**config.mk**
```make
export PLATFORM = sky130hd
export DESIGN_NAME = mod4_down_counter
export DESIGN_NICKNAME = d
export VERILOG_FILES = /design/src/rtl/mod4_down_counter.sv
export SDC_FILE = /design/constraint.sdc
export NUM_CORES = 1
export LEC_CHECK = 0
export BUFFER_PORTS_ARGS = -buffer_cell sky130_fd_sc_hd__buf_2
export CORE_AREA = 2 2 39 41
export CTS_CLUSTER_DIAMETER = 40
export DETAILED_ROUTE_END_ITERATION = 8
export DIE_AREA = 0 0 41 43
export PLACE_DENSITY_LB_ADDON = 0.05
export SYNTH_ARGS = -nofsm -noshare
export SYNTH_HDL_FRONTEND = slang
export SYNTH_SLANG_ARGS = --single-unit
```
**constraint.sdc**
```tcl
create_clock -name cp -period 2.9 [get_ports cp]
set_input_delay 0.145 -clock cp [delete_from_list [all_inputs] [get_ports cp]]
set_output_delay 0.145 -clock cp [all_outputs]
set_load 0.1 [all_outputs]
```
**src/rtl/mod4_down_counter.sv**
```systemverilog
// Mod-4 down counter clocked by cp, decremented once per synchronized rising edge of x, with load and borrow pulse.
// Optional input debounce filter enabled by defining MOD4_DOWN_DEBOUNCE_EN (length set by DB_CYCLES).
module mod4_down_counter #(
  parameter int unsigned DB_CYCLES = 4
) (
  input  logic       cp,
  input  logic       rd,
  input  logic       x,
  input  logic       ld,
  input  logic [1:0] d,
  output logic       y2,
  output logic       y1,
  output logic       z
);

  logic       s1_q, s2_q, s3_q;
  logic [1:0] y_q, y_d;
  logic       z_q, z_d;
  logic       lvl;
  logic       cnt_ev;

`ifdef MOD4_DOWN_DEBOUNCE_EN
  // Filtered level follows s2 only after DB_CYCLES consecutive disagreeing cycles.
  logic       filt_q, filt_d;
  logic [7:0] db_cnt_q, db_cnt_d;

  always_comb begin
    filt_d   = filt_q;
    db_cnt_d = '0;
    if (s2_q != filt_q) begin
      if (db_cnt_q == 8'(DB_CYCLES - 1)) begin
        filt_d = s2_q;
      end else begin
        db_cnt_d = db_cnt_q + 8'd1;
      end
    end
  end

  always_ff @(posedge cp) begin
    if (rd) begin
      filt_q   <= 1'b0;
      db_cnt_q <= '0;
    end else begin
      filt_q   <= filt_d;
      db_cnt_q <= db_cnt_d;
    end
  end

  assign lvl = filt_q;
`else
  assign lvl = s2_q;
`endif

  assign cnt_ev = lvl & ~s3_q;

  always_comb begin
    y_d = y_q;
    z_d = 1'b0;
    if (ld) begin
      y_d = d;
    end else if (cnt_ev) begin
      y_d = y_q - 2'd1;
      z_d = (y_q == 2'b00);
    end
  end

  always_ff @(posedge cp) begin
    if (rd) begin
      s1_q <= 1'b0;
      s2_q <= 1'b0;
      s3_q <= 1'b0;
      y_q  <= '0;
      z_q  <= 1'b0;
    end else begin
      s1_q <= x;
      s2_q <= s1_q;
      s3_q <= lvl;
      y_q  <= y_d;
      z_q  <= z_d;
    end
  end

  assign y2 = y_q[1];
  assign y1 = y_q[0];
  assign z  = z_q;

endmodule
```
==> metrics.cfg <==
[outcome]
status = complete, no violations

[power]
switchingPower_uw = 55.4
vdd_drop_max_mv = 0.211
total_power_uw = 199
powerDensity_mw_per_mm2 = 621
internal_power_uw = 143
p_sw_frac = 0.279
p_clk_frac = 0.382
leakage_uw = 0.000146
comb_power_share = 0.169
pwr-share-seq = 0.448

[synthesis]
synth-compound-area-share = 0.105
synth.yosys.seq_area_share = 0.505
yosys.area_share.simple = 0.253
synth_adder_area_share = 0.0526
netlist_instances = 23
synthMuxAreaShare = 0
synth.distinct_cells = 14
ys_ff_latch = 6
synth_fp_nets = 30
synth-xor-area-share = 0.0368
yosysWarnings = 0
syn_avg_cell_area_um2 = 10.3
syn_area_um2 = 238
synth_top_family_by_area = simple AND/OR/NAND/NOR gates

[die]
start_util = 0.172
coreArea_mm2 = 0.00138
rows = 14
fp.dieArea_mm2 = 0.00176
dieHeight_um = 43
die_w_um = 41
io_pins = 9

[clocking]
clkTransAtPathRegs_ns = 0.04
numClockSinks = 6
cts_setup_buffers = 0
h-tree-depth = 1
clock_path_buffers = 2
postCtsHoldBufs = 0
cts_resized = 0
insertion_delay_ns = 0.24
clock-root-buffer = clkbuf_4
cts_tree = yes
cts_buffers = 3

[flow_run]
drv_cap = 0

[route]
routed_wl_um = 429
dr.pass1.iters = 2
drc_errors = 0
ant_nets = 0
drt_iter0_drc = 6
via_per_inst = 3.64
vias = 182
wire_per_inst_um = 8.58

[global_routing]
grt_overflow = 0
grt_pass1_vias = 216
grt_usage = 0.0785
grt_antenna_before_repair = 0
grt_max_degree = 6
grt_pass1_wl_um = 841

[setup_path]
cpPeakStageDelay_ns = 0.44
endpoint_kind = primary output
crit_buf_inv = 1
r2r_start = y_q[0]
critical_path.startpoint_type = flip-flop
crit_cells = 1
cp.arrival_ns = 1.04
timing.reg2reg.worst_path_depth = 5
cp.required_ns = 2.76
worstPathCellList = buf_2
reg2reg_slack_ns = 1.85
path_delay_family = buffers and inverters
crit_fanout = 3
crit_path_end = y1
reg2reg_to = y_q[1]
cp_slowest_cell = buf_2
crit_type = flip-flop to primary output
crit_start = y_q[0]

[cells_and_area]
final_common_cell = buf_2
final_cell_mix = buf_2 (8), dfxtp_1 (6), inv_1 (3), clkbuf_4 (3)
drive_gt1_frac = 0.412
syn_to_final_growth_pct = 34.7
nNetsFinal = 43
diodes = 0

[sta]
period_minus_slack_ns = 1.18
worstMarginPinSlew_ns = 0.485
finClkSkew_ns = 0.00204
rsz0062_at_grt = false
relSlewSlack = 0.679
hold-worst-slack_ns = 0.110
setup-violations-final = 0
setup-tns-final_ns = 0
slew_viol_final = 0
fmax_mhz = 847
fin_crit_sh = 0.407
finalHoldViolCount = 0

[place]
place_congestion = 0.650
io_buffers = 8

[worst_hold_path]
hold_class = primary input to flip-flop

routing by layer:
| layer | global-route usage | vias to the layer above | routed length, um |
|---|---|---|---|
| li1 | - | 96 | - |
| met1 | 0.0874 | 76 | 192 |
| met2 | 0.0938 | 10 | 179 |
| met3 | 0.0942 | 0 | 58 |
| met4 | 0.0200 | 0 | 0 |
| met5 | 0 | - | 0 |
area by class of cell:
class	instances	area, um^2
clock buffer	3	22.5
fill	155	1060
inverter	3	11.3
multi-input combinational	14	106
sequential	6	120
tap	16	20.0
timing repair buffer	8	40.0
power groups by stage:
stage	Clock [uW]	Sequential, uW	Combinational [uW]
after floorplan	0	106	9.87
after global placement	0	90.6	33.9
after detailed placement	0	90.7	34.2
after CTS	83.2	89.1	34.3
after global routing	87.0	89.8	36.8
final	76.1	89.1	33.6
cells in the mapped netlist, drive strengths merged:
master,number,area share
o211ai,1,0.032
nor2,2,0.032
nand3b,1,0.032
inv,3,0.047
xnor2,1,0.037
a21oi,1,0.021
nand2,1,0.016
and3,1,0.026
nor2b,4,0.15
a211oi,1,0.053
ha,1,0.053
dfxtp,6,0.51
logic make-up (layout without fill, tap and decap cells):
| logic type | Yosys count | after routing |
|---|---|---|
| buf+inv | 3 | 14 |
| fa+ha+maj | 1 | 1 |
| simple gates | 9 | 9 |
| compound gates | 3 | 3 |
| flops | 6 | 6 |
| xor+xnor | 1 | 1 |
worst min-delay path by stage:
stage          start  endpoint  slack [ns]  cells past startpoint
6_report           x      s1_q        0.11                      2
5_1_grt            x      s1_q        0.14                      2
4_1_cts            x      s1_q         0.1                      2
3_5_place_dp       x      s1_q        0.36                      2
3_3_place_gp       x      s1_q        0.36                      2
2_1_floorplan     rd    y_q[0]        0.21                      1
through the flow:
step,worst slack (ns),cells,utilization,cell area [um^2]
CTS,1.70,50,0.231,320
floorplan,1.16,23,-,238
global route,1.66,50,0.231,320
global placement,1.87,47,0.215,298
detailed placement,1.86,47,0.215,298
finish,1.72,50,0.231,320
flip-flops by register name (all words and copies together) (netlist names):
name / count
y_q: 2
s3_q: 1
lvl: 1
z: 1
s1_q: 1
Power figures use the tool's default switching activity.
